===== config.mk =====
export PLATFORM = sky130hd
export DESIGN_NAME = pc_unit_ext
export DESIGN_NICKNAME = d
export VERILOG_FILES = /design/src/rtl/pc_unit_ext.sv
export SDC_FILE = /design/constraint.sdc
export NUM_CORES = 1
export LEC_CHECK = 0
export BUFFER_PORTS_ARGS = -buffer_cell sky130_fd_sc_hd__buf_2
export CAP_MARGIN = 40
export CORE_ASPECT_RATIO = 0.9
export CORE_UTILIZATION = 35
export CTS_CLUSTER_SIZE = 14
export DETAILED_ROUTE_END_ITERATION = 8
export PLACE_DENSITY = 0.66
export SYNTH_ARGS = -nofsm -noshare
export SYNTH_HDL_FRONTEND = slang
export SYNTH_SLANG_ARGS = --single-unit

===== constraint.sdc =====
create_clock -name clk -period 1.7 [get_ports clk]
set_input_delay 0.085 -clock clk [delete_from_list [all_inputs] [get_ports clk]]
set_output_delay 0.085 -clock clk [all_outputs]
set_load 0.01 [all_outputs]

===== src/rtl/pc_unit_ext.sv =====
// pc_unit_ext: fetch-stage program counter with stall hold, exception redirect
// and a one-entry redirect buffer. A redirect that arrives while the PC is
// frozen is parked in the buffer and applied on the first unstalled edge.
module pc_unit_ext #(
    parameter int                ADDR_W    = 16,
    parameter int                PC_STEP   = 2,
    parameter logic [ADDR_W-1:0] RESET_VEC = '0,
    parameter logic [ADDR_W-1:0] EXC_VEC   = ADDR_W'('h4),
    parameter int                STALL_W   = 6,
    parameter int                STALL_BIT = 0
) (
    input  logic               clk,
    input  logic               rst,
    input  logic [STALL_W-1:0] stall_i,
    input  logic               jump_i,
    input  logic [ADDR_W-1:0]  jump_target_i,
    input  logic               exc_i,
    output logic [ADDR_W-1:0]  pc_o,
    output logic               ce_o,
    output logic               in_delay_slot_o,
    output logic               pend_o
);

    typedef enum logic {
        S_BOOT,
        S_RUN
    } state_e;

    // Kind of a parked redirect; a JUMP makes the next fetch a delay slot.
    typedef enum logic {
        K_JUMP,
        K_EXC
    } kind_e;

    state_e            state_q, state_d;
    logic [ADDR_W-1:0] pc_q, pc_d;
    logic              ds_q, ds_d;
    logic              buf_vld_q, buf_vld_d;
    kind_e             buf_kind_q, buf_kind_d;
    logic [ADDR_W-1:0] buf_addr_q, buf_addr_d;

    logic              hold;
    logic [ADDR_W-1:0] pc_seq;

    // Only one stall bit freezes the PC; the rest belong to other stages.
    assign hold   = stall_i[STALL_BIT];
    assign pc_seq = pc_q + ADDR_W'(PC_STEP);

    logic unused_stall;
    assign unused_stall = ^stall_i;

    // State and datapath registers; reset overrides stall and pending redirect.
    always_ff @(posedge clk) begin
        if (rst) begin
            state_q    <= S_BOOT;
            pc_q       <= RESET_VEC;
            ds_q       <= 1'b0;
            buf_vld_q  <= 1'b0;
            buf_kind_q <= K_JUMP;
            buf_addr_q <= '0;
        end else begin
            state_q    <= state_d;
            pc_q       <= pc_d;
            ds_q       <= ds_d;
            buf_vld_q  <= buf_vld_d;
            buf_kind_q <= buf_kind_d;
            buf_addr_q <= buf_addr_d;
        end
    end

    // Next PC selection: exc > pending > jump > sequential, or capture while held.
    always_comb begin
        state_d    = state_q;
        pc_d       = pc_q;
        ds_d       = ds_q;
        buf_vld_d  = buf_vld_q;
        buf_kind_d = buf_kind_q;
        buf_addr_d = buf_addr_q;

        case (state_q)
            S_BOOT: begin
                // First fetch uses RESET_VEC unchanged; inputs are not sampled here.
                state_d = S_RUN;
            end
            S_RUN: begin
                if (!hold) begin
                    if (exc_i) begin
                        pc_d      = EXC_VEC;
                        ds_d      = 1'b0;
                        buf_vld_d = 1'b0;
                    end else if (buf_vld_q) begin
                        // A jump arriving now comes from the flushed ID and is dropped.
                        pc_d      = buf_addr_q;
                        ds_d      = (buf_kind_q == K_JUMP);
                        buf_vld_d = 1'b0;
                    end else if (jump_i) begin
                        pc_d = jump_target_i;
                        ds_d = 1'b1;
                    end else begin
                        pc_d = pc_seq;
                        ds_d = 1'b0;
                    end
                end else begin
                    if (exc_i) begin
                        buf_vld_d  = 1'b1;
                        buf_kind_d = K_EXC;
                        buf_addr_d = EXC_VEC;
                    end else if (jump_i && !buf_vld_q) begin
                        buf_vld_d  = 1'b1;
                        buf_kind_d = K_JUMP;
                        buf_addr_d = jump_target_i;
                    end
                end
            end
            default: state_d = S_BOOT;
        endcase
    end

    assign pc_o            = pc_q;
    assign ce_o            = (state_q == S_RUN);
    assign in_delay_slot_o = ds_q;
    assign pend_o          = buf_vld_q;

endmodule

==> results of run 1 <==
## synthesized netlist by cell type, types with 4 or more instances
| library cell | n | area share [%] |
|---|---|---|
| inv_1 | 7 | 1.4 |
| clkbuf_1 | 5 | 0.97 |
| nand2_1 | 33 | 6.4 |
| o221ai_1 | 4 | 1.8 |
| buf_2 | 8 | 2.1 |
| dfxtp_1 | 36 | 37 |
| o22ai_1 | 5 | 1.6 |
| nor2_1 | 9 | 1.7 |
| a21oi_1 | 28 | 7.2 |
| nand3_1 | 19 | 4.9 |
| o21ai_0 | 14 | 3.6 |
| o221a_2 | 4 | 2.3 |
| a211oi_1 | 4 | 1.5 |
## registers in the layout, summed over array words and instances (netlist names)
signal	cells
buf_addr_q	16
buf_kind_q	1
ce_o	1
in_delay_slot_o	1
pc_o	16
pend_o	1
## final timing paths
check                                       from             to  slack, ns  cells past startpoint
worst max-delay path                      pend_o        pc_o[4]       0.16                      5
worst max register to register            pend_o        pc_o[4]       0.16                      5
worst min-delay path            jump_target_i[0]  buf_addr_q[0]       0.07                      3
worst min register to register     buf_addr_q[1]  buf_addr_q[1]       0.45                      2
## cell families (layout without fill, tap and decap cells)
group	Yosys count	in the layout	share of synthesized area, %
AO/OA/AOI/OAI	85	85	30.2
XOR/XNOR	1	1	0.452
adder cells (fa/ha/maj)	1	1	0.645
buffers and inverters	24	69	5.55
flip-flops	36	36	37.2
multiplexers	1	1	0.516
AND/OR/NAND/NOR	87	87	25.4
## power by group through the flow
stage / clock (mW) / combinational (mW) / sequential [mW]
after global placement: 0 / 0.298 / 0.921
final: 0.658 / 0.304 / 0.903
after detailed placement: 0 / 0.302 / 0.922
after global routing: 0.704 / 0.336 / 0.909
after CTS: 0.669 / 0.303 / 0.903
after floorplan: 0 / 0.172 / 0.928
## worst reg2reg max path: stages (launching register included)
cell	delay, ns
dfxtp_1	0.44
inv_1	0.20
buf_4	0.22
o221ai_1	0.29
a21oi_1	0.07
a31o_2	0.22
## area by class of cell
type	count	area (um2)	share of cell area [%]
Multi-Input combinational cell	175	1110	47.0
Sequential cell	36	721	30.5
Timing Repair Buffer	52	318	13.5
Clock buffer	7	86.3	3.66
Tap cell	67	83.8	3.55
Inverter	9	33.8	1.43
Clock inverter	1	7.51	0.318
## per-layer routing
layer  routed length [um]  track usage (%)  part of all wire, %  vias up
met5                    0                0                    0        -
met4                   72             6.75                  1.3        0
met3                  373             5.13                  6.9        7
met2                 2320             28.5                   43       59
met1                 2600             29.2                   48      918
li1                     -                -                    -      964
## stage by stage
stage	setup WS (ns)	area (um2)	hold slack, ns
after floorplan	0.152	1940	0.219
after global placement	0.221	2270	0.375
after detailed placement	0.203	2270	0.379
after CTS	0.186	2360	0.0620
after global routing	0.0740	2360	0.0810
final	0.159	2360	0.0689
==> flow_metrics.env, run 1 <==
export IMPL_outcome="finished clean"
export IMPL_synth_fp_nets=262
export IMPL_fin_total_pwr_mw=1.86
export IMPL_fp_coreArea_um2=5290
export IMPL_grt_overflow_total=0
export IMPL_edff_count_synth=0
export IMPL_p_clk_share_pct=35.3
export IMPL_dp_cells=339
export IMPL_mostFrequentLayoutCell="buf_2"
export IMPL_crit_buf_inv=2
export IMPL_timing_critical_path_slowest_stage_cell="dfxtp_1"
export IMPL_chipHeight_um=72.6
export IMPL_power_internal_mw=1.33
export IMPL_critical_path_peak_fanout=9
export IMPL_slew_limit_headroom_pct=71.7
export IMPL_timing_critical_path_slowest_cell_delay_ns=0.44
export IMPL_clock_insertion_delay_worst_skew_ns=0.30
export IMPL_critical_path_required_ns=1.89
export IMPL_ir_worst_vdd_uv=338
export IMPL_final_period_minus_worst_setup_slack_ns=1.54
export IMPL_power_switching_mw=0.535
export IMPL_die_x_um=80.4
export IMPL_power_share_switching_pct=28.7
export IMPL_netlist_area_um2=1940
export IMPL_nets=306
export IMPL_gp_congestion=0.802
export IMPL_layout_cells_sized_above_1_pct=27.9
export IMPL_end_kind="flop"
export IMPL_yosysSeqAreaShare_pct=37.2
export IMPL_syn2layout_area_growth_pct=21.8
export IMPL_worstMarginPinSlew_ns=0.423
export IMPL_final_core_util_pct=44.6
export IMPL_port_buffers=39
export IMPL_rsz0062_at_grt="no"
export IMPL_timing_clock_skew_ns=0.0114
export IMPL_tritoncts="yes"
export IMPL_root_buffer="clkbuf_8"
export IMPL_synth_warning_count=0
export IMPL_fmaxAchievable_ghz=0.649
export IMPL_ys_async_sr_fraction_pct=0
export IMPL_postSynthRegisterBits=36
export IMPL_top_level_pins=45
export IMPL_postSynthAreaPerCell_um2=8.25
export IMPL_cap_viol_max_count=0
export IMPL_drt_first_iter_violations=127
export IMPL_ant_nets=0
export IMPL_drc=0
export IMPL_avgViaCountPerCell=5.61
export IMPL_detailed_routing_iteration_count_for_the_pre_antenna_repair_pass=4
export IMPL_most_common_layout_cells="buf_2 (39), dfxtp_1 (36), nand2_1 (33)"
export IMPL_place_detailed_hpwl_mm=3.82
export IMPL_part_of_the_power_in_combinational_logic_pct=16.3
export IMPL_crit_path_cell_trace="inv_1 > buf_4 > o221ai_1 > a21oi_1 > a31o_2"
export IMPL_grt_pass1_vias=1729
export IMPL_instances_no_fill=347
export IMPL_power_leakage_nw=0.905
export IMPL_antenna_diode_count=0
export IMPL_routed_wirelength_mm=5.37
export IMPL_timing_final_setup_violations=0
export IMPL_power_per_cell_area_nw_per_um2=790
export IMPL_initial_antenna_violation_count=0
export IMPL_fin_tns_setup_ns=0
export IMPL_cts_clk_slew_worst_paths_ns=0.07
export IMPL_worst_path_dominant_cell_family="compound AO/OA/AOI/OAI gates"
export IMPL_slew_viol_final=0
export IMPL_timing_final_hold_violations=0
export IMPL_final_fill_count=533
export IMPL_rows=25
export IMPL_arrival_ns=1.73
export IMPL_period_share_pct=90.6
export IMPL_h_tree_depth=2
export IMPL_detailroute_via_count=1948
export IMPL_die_area_um2=5840
export IMPL_seq_power_share_pct=48.4
export IMPL_cts_hold_fix_buffers=0
export IMPL_grt_pass1_wl_mm=8.80
export IMPL_cts_sinks=36
export IMPL_synth_instances=235
export IMPL_worst_hold_path_class="input pin to flop"
export IMPL_grt_max_degree=29
export IMPL_cts_inserted_buffers=5
export IMPL_post_cts_buffers=0
export IMPL_synth_flop_cell="dfxtp_1"
export IMPL_groute_usage_overall_pct=20.1
export IMPL_crit_type="flop to flop"
export IMPL_post_cts_resized_instances=0
export IMPL_max_clock_path_buffers=2
export IMPL_setup_worst_path_start_class="flop"
export IMPL_initial_utilization_pct=36.7
export IMPL_netlist_cell_type_count=53
export IMPL_drt_wirelength_per_cell_um=15.5
Power figures use the tool's default switching activity.
==> run 2: changes to the inputs <==
--- a/config.mk
+++ b/config.mk
@@ -6,11 +6,11 @@
 export NUM_CORES = 1
 export LEC_CHECK = 0
 export BUFFER_PORTS_ARGS = -buffer_cell sky130_fd_sc_hd__buf_2
-export CAP_MARGIN = 40
 export CORE_ASPECT_RATIO = 0.9
 export CORE_UTILIZATION = 35
 export CTS_CLUSTER_SIZE = 14
 export DETAILED_ROUTE_END_ITERATION = 8
+export GPL_TIMING_DRIVEN = 0
 export PLACE_DENSITY = 0.66
 export SYNTH_ARGS = -nofsm -noshare
 export SYNTH_HDL_FRONTEND = slang
==> flow_metrics.env, run 2 (synthesis gave the netlist of run 1 again) <==
export IMPL_outcome="finished clean"
export IMPL_cts_inserted_buffers=5
export IMPL_fp_coreArea_um2=5290
export IMPL_ir_worst_vdd_uv=412
export IMPL_critical_path_reg2reg_startpoint="ce_o"
export IMPL_cts_clk_slew_worst_paths_ns=0.08
export IMPL_crit_reg2reg_capture="pc_o[14]"
export IMPL_fmaxAchievable_ghz=0.619
export IMPL_timing_critical_path_slowest_stage_cell="nor3b_2"
export IMPL_crit_buf_inv=0
export IMPL_final_period_minus_worst_setup_slack_ns=1.62
export IMPL_die_area_um2=5840
export IMPL_groute_usage_overall_pct=20.4
export IMPL_grt_pass1_wl_mm=8.97
export IMPL_root_buffer="clkbuf_8"
export IMPL_final_fill_count=540
export IMPL_clock_insertion_delay_worst_skew_ns=0.29
export IMPL_layout_cells_sized_above_1_pct=28.5
export IMPL_antenna_diode_count=0
export IMPL_drc=0
export IMPL_grt_pass1_vias=1769
export IMPL_worst_slack_ns=0.0845
export IMPL_initial_antenna_violation_count=0
export IMPL_slew_viol_final=0
export IMPL_period_share_pct=95.0
export IMPL_drt_first_iter_violations=178
export IMPL_nets=307
export IMPL_chipHeight_um=72.6
export IMPL_die_x_um=80.4
export IMPL_detailroute_via_count=1980
export IMPL_fin_tns_setup_ns=0
export IMPL_regToRegSetupSlack_ns=0.08
export IMPL_gp_congestion=0.830
export IMPL_crit_path_cell_trace="nor3b_2 > nand2_1 > o41ai_2"
export IMPL_detailed_routing_iteration_count_for_the_pre_antenna_repair_pass=4
export IMPL_rows=25
export IMPL_post_cts_resized_instances=0
export IMPL_place_detailed_hpwl_mm=3.98
export IMPL_grt_max_degree=12
export IMPL_critical_path_required_ns=1.90
export IMPL_timing_critical_path_slowest_cell_delay_ns=0.55
export IMPL_setup_worst_path_start_class="flop"
export IMPL_drt_wirelength_per_cell_um=15.9
export IMPL_timing_hold_worst_endpoint="buf_addr_q[0]"
export IMPL_worst_hold_slack_ns=0.0688
export IMPL_seq_power_share_pct=46.2
export IMPL_grt_overflow_total=0
export IMPL_most_common_layout_cells="buf_2 (44), dfxtp_1 (35), nand2_1 (33)"
export IMPL_cts_hold_fix_buffers=0
export IMPL_part_of_the_power_in_combinational_logic_pct=15.1
export IMPL_power_leakage_nw=0.887
export IMPL_routed_wirelength_mm=5.54
export IMPL_worst_hold_path_class="input pin to flop"
export IMPL_post_cts_buffers=0
export IMPL_initial_utilization_pct=36.7
export IMPL_syn2layout_area_growth_pct=21.6
export IMPL_avgViaCountPerCell=5.69
export IMPL_slew_limit_headroom_pct=59.3
export IMPL_critical_path_peak_fanout=7
export IMPL_power_share_switching_pct=27.3
export IMPL_h_tree_depth=2
export IMPL_end_kind="flop"
export IMPL_worst_path_dominant_cell_family="simple AND/OR/NAND/NOR gates"
export IMPL_worstHoldPathCells=3
export IMPL_tritoncts="yes"
export IMPL_power_internal_mw=1.43
export IMPL_cts_sinks=36
export IMPL_max_clock_path_buffers=2
export IMPL_p_clk_share_pct=38.7
export IMPL_rsz0062_at_grt="no"
export IMPL_place_worst_setup_slack_ns=0.0613
export IMPL_ant_nets=0
export IMPL_power_per_cell_area_nw_per_um2=832
export IMPL_port_buffers=38
export IMPL_arrival_ns=1.81
export IMPL_worstMarginPinSlew_ns=0.610
export IMPL_mostFrequentLayoutCell="buf_2"
export IMPL_top_level_pins=45
export IMPL_timing_clock_skew_ns=0.00705
export IMPL_r2r_cells=3
export IMPL_power_switching_mw=0.535
export IMPL_crit_type="flop to flop"
export IMPL_timing_final_setup_violations=0
export IMPL_cap_viol_max_count=0
export IMPL_timing_final_hold_violations=0
export IMPL_hold_path_startpoint="jump_target_i[0]"
[run 2: cell types whose count changed in the layout (fill, tap and decap cells not counted), moves of 2 or more]
| cell | delta |
|---|---|
| buf_4 | -9 |
| buf_2 | +5 |
| clkbuf_1 | +5 |
| buf_12 | -2 |
| clkbuf_4 | +2 |
| o221ai_1 | -2 |
| o221ai_2 | +2 |
[run 2: cell type report]
type	instances	area [um2]	share of cell area [%]
multi-input cells	175	1140	48.4
well taps	67	83.8	3.56
repair buffers	38	190	8.07
flip-flops and latches	36	722	30.6
clock buffers	6	72.6	3.08
plain buffers	15	78.8	3.34
inverters	9	33.8	1.43
clock inverters	2	35.0	1.49
[run 2: worst max-delay path by stage]
stage             from  depth (start not counted)       end
4_1_cts        pc_o[1]                          5  pc_o[11]
6_report          ce_o                          3  pc_o[14]
5_1_grt         pend_o                          6   pc_o[9]
3_3_place_gp      ce_o                          5   pc_o[0]
3_5_place_dp   pc_o[1]                          5  pc_o[11]
2_1_floorplan  pc_o[1]                          5  pc_o[11]
[run 2: worst reg2reg max path, stage by stage (launching register included)]
cell and delay, ns:
dfxtp_1 0.41, nor3b_2 0.55, nand2_1 0.21, o41ai_2 0.36
[run 2: layer usage]
metal	track usage [%]	share of wire, %
met2	29.8	44
met3	5.00	5.0
met5	0	0
met4	6.94	1.4
met1	29.3	50
[run 2: power by group through the flow]
stage               logic [mW]  registers (mW)  clock network [mW]
floorplan                0.172           0.928                   0
global placement         0.283           0.924                   0
detailed placement       0.286           0.925                   0
CTS                      0.287           0.905               0.769
global route             0.326           0.912               0.811
finish                   0.296           0.907               0.758
[run 2: through the flow]
stage	instance area (um2)	cells	power (mW)	util, %
2_1_floorplan	1940	235	1.10	-
3_3_place_gp	2210	340	1.21	41.8
3_5_place_dp	2210	340	1.21	41.8
4_1_cts	2320	348	1.96	43.9
5_1_grt	2360	348	2.05	44.6
6_report	2360	348	1.96	44.6
==> run 3: changes to the inputs <==
==> config.mk (replaced) <==
export PLATFORM = sky130hd
export DESIGN_NAME = pc_unit_ext
export DESIGN_NICKNAME = d
export VERILOG_FILES = /design/src/rtl/pc_unit_ext.sv
export SDC_FILE = /design/constraint.sdc
export NUM_CORES = 1
export LEC_CHECK = 0
export CORE_ASPECT_RATIO = 0.9
export CORE_UTILIZATION = 35
export CTS_CLUSTER_SIZE = 14
export DETAILED_ROUTE_END_ITERATION = 8
export DONT_BUFFER_PORTS = 1
export GPL_TIMING_DRIVEN = 0
export PLACE_DENSITY = 0.59
export SETUP_SLACK_MARGIN = 0.2
export SYNTH_ARGS = -nofsm -noshare
export SYNTH_HDL_FRONTEND = slang
export SYNTH_SLANG_ARGS = --single-unit
==> flow_metrics.env, run 3 (synthesis gave the netlist of run 1 again) <==
export IMPL_outcome="finished clean"
export IMPL_grt_max_degree=13
export IMPL_power_switching_mw=0.562
export IMPL_worst_hold_path_class="input pin to flop"
export IMPL_critical_path_peak_fanout=9
export IMPL_cap_viol_max_count=0
export IMPL_final_fill_count=490
export IMPL_initial_antenna_violation_count=0
export IMPL_timing_critical_path_slowest_stage_cell="dfxtp_4"
export IMPL_worst_hold_slack_ns=0.0292
export IMPL_p_clk_share_pct=38.8
export IMPL_die_x_um=80.4
export IMPL_crit_buf_inv=3
export IMPL_met2_usage_pct=32.6
export IMPL_avgViaCountPerCell=5.64
export IMPL_nets=295
export IMPL_most_common_layout_cells="nand2_1 (33), a21oi_1 (26), dfxtp_1 (25)"
export IMPL_rsz0062_at_grt="yes"
export IMPL_grt_pass1_vias=1797
export IMPL_regToRegSetupSlack_ns=0.21
export IMPL_final_period_minus_worst_setup_slack_ns=1.49
export IMPL_fmaxAchievable_ghz=0.673
export IMPL_timing_critical_path_slowest_cell_delay_ns=0.37
export IMPL_die_area_um2=5840
export IMPL_arrival_ns=1.68
export IMPL_root_buffer="clkbuf_8"
export IMPL_power_share_switching_pct=27.9
export IMPL_grt_overflow_total=0
export IMPL_fin_total_pwr_mw=2.01
export IMPL_top_usage_layer="met2"
export IMPL_worst_path_dominant_cell_family="compound AO/OA/AOI/OAI gates"
export IMPL_critical_path_reg2reg_startpoint="pend_o"
export IMPL_syn2layout_area_growth_pct=32.9
export IMPL_mostFrequentLayoutCell="nand2_1"
export IMPL_power_per_cell_area_nw_per_um2=782
export IMPL_hold_path_startpoint="stall_i[0]"
export IMPL_power_leakage_nw=0.864
export IMPL_timing_final_hold_violations=0
export IMPL_grt_met1_usage_pct=29.0
export IMPL_ant_nets=0
export IMPL_end_kind="flop"
export IMPL_setup_worst_path_start_class="flop"
export IMPL_worst_setup_path_startpoint="pend_o"
export IMPL_antenna_diode_count=0
export IMPL_detailroute_via_count=1895
export IMPL_crit_type="flop to flop"
export IMPL_dp_cells=302
export IMPL_instances_no_fill=336
export IMPL_max_clock_path_buffers=2
export IMPL_fp_coreArea_um2=5290
export IMPL_top_level_pins=45
export IMPL_cts_inserted_buffers=5
export IMPL_detailed_routing_iteration_count_for_the_pre_antenna_repair_pass=7
export IMPL_clock_insertion_delay_worst_skew_ns=0.30
export IMPL_routed_wirelength_mm=6.04
export IMPL_cts_sinks=36
export IMPL_drc=0
export IMPL_crit_path_cell_trace="buf_6 > clkinvlp_4 > buf_4 > o22ai_1 > nor3_1 > o221a_2"
export IMPL_power_internal_mw=1.45
export IMPL_part_of_the_power_in_combinational_logic_pct=15.5
export IMPL_groute_usage_overall_pct=21.5
export IMPL_tritoncts="yes"
export IMPL_period_share_pct=87.4
export IMPL_chipHeight_um=72.6
export IMPL_slew_limit_headroom_pct=61.0
export IMPL_layout_cells_sized_above_1_pct=27.9
export IMPL_rows=25
export IMPL_place_detailed_hpwl_mm=3.97
export IMPL_port_buffers=0
export IMPL_fin_tns_setup_ns=0
export IMPL_seq_power_share_pct=45.7
export IMPL_worstMarginPinSlew_ns=0.585
export IMPL_gp_congestion=0.795
export IMPL_slew_viol_final=0
export IMPL_critical_path_required_ns=1.89
export IMPL_grt_pass1_wl_mm=9.34
export IMPL_timing_clock_skew_ns=0.00892
export IMPL_cts_clk_slew_worst_paths_ns=0.08
export IMPL_grt_use_met3_pct=6.88
export IMPL_ir_worst_vdd_uv=407
export IMPL_drt_first_iter_violations=94
export IMPL_initial_utilization_pct=36.7
export IMPL_timing_final_setup_violations=0
export IMPL_h_tree_depth=2
export IMPL_drt_wirelength_per_cell_um=18.0
run 3: timing repair:
item                                   4_1_cts  5_1_grt
hold buffers                                16        0
pin swaps                                    2        3
resized for setup                           28       25
endpoints found under the hold margin       16        0
setup buffers                                3        7
setup endpoints to repair                   26       24
run 3: worst min-delay path, stage by stage:
cell and delay, ns:
nor2b_4 0.04, o21ai_0 0.09, a221oi_2 0.07
run 3: power groups by stage:
stage / registers [mW] / clock network, mW / logic (mW)
3_3_place_gp: 0.938 / 0 / 0.225
6_report: 0.920 / 0.780 / 0.312
3_5_place_dp: 0.939 / 0 / 0.225
5_1_grt: 0.927 / 0.834 / 0.338
4_1_cts: 0.921 / 0.790 / 0.280
2_1_floorplan: 0.929 / 0 / 0.173
run 3: per-layer routing:
metal / up-vias / share of wire (%)
met5: - / 0
met4: 0 / 0.94
met3: 6 / 6.8
met1: 902 / 47
li1: 942 / -
met2: 45 / 45
run 3: per-stage QoR:
stage	cell area [um2]	setup slack [ns]	util [%]
final	2570	0.213	48.7
after floorplan	1940	0.239	-
after detailed placement	2030	-0.0662	38.3
after global placement	2030	-0.0555	38.3
after global routing	2570	0.166	48.7
after CTS	2420	0.159	45.9
run 3: area by class of cell:
class | instances | area, um2 | share of cell area (%)
clock inverter | 3 | 42.5 | 1.65
tap | 67 | 83.8 | 3.26
buffer | 15 | 113 | 4.37
sequential | 36 | 747 | 29.0
multi-input combinational | 175 | 1240 | 48.3
inverter | 9 | 37.5 | 1.46
clock buffer | 5 | 68.8 | 2.67
timing repair buffer | 26 | 239 | 9.28
run 3: path summary, 6_finish.rpt:
path	end	cells after the start
max reg2reg	pc_o[11]	6
min	pc_o[6]	3
max	pc_o[11]	6
min reg2reg	buf_addr_q[0]	2
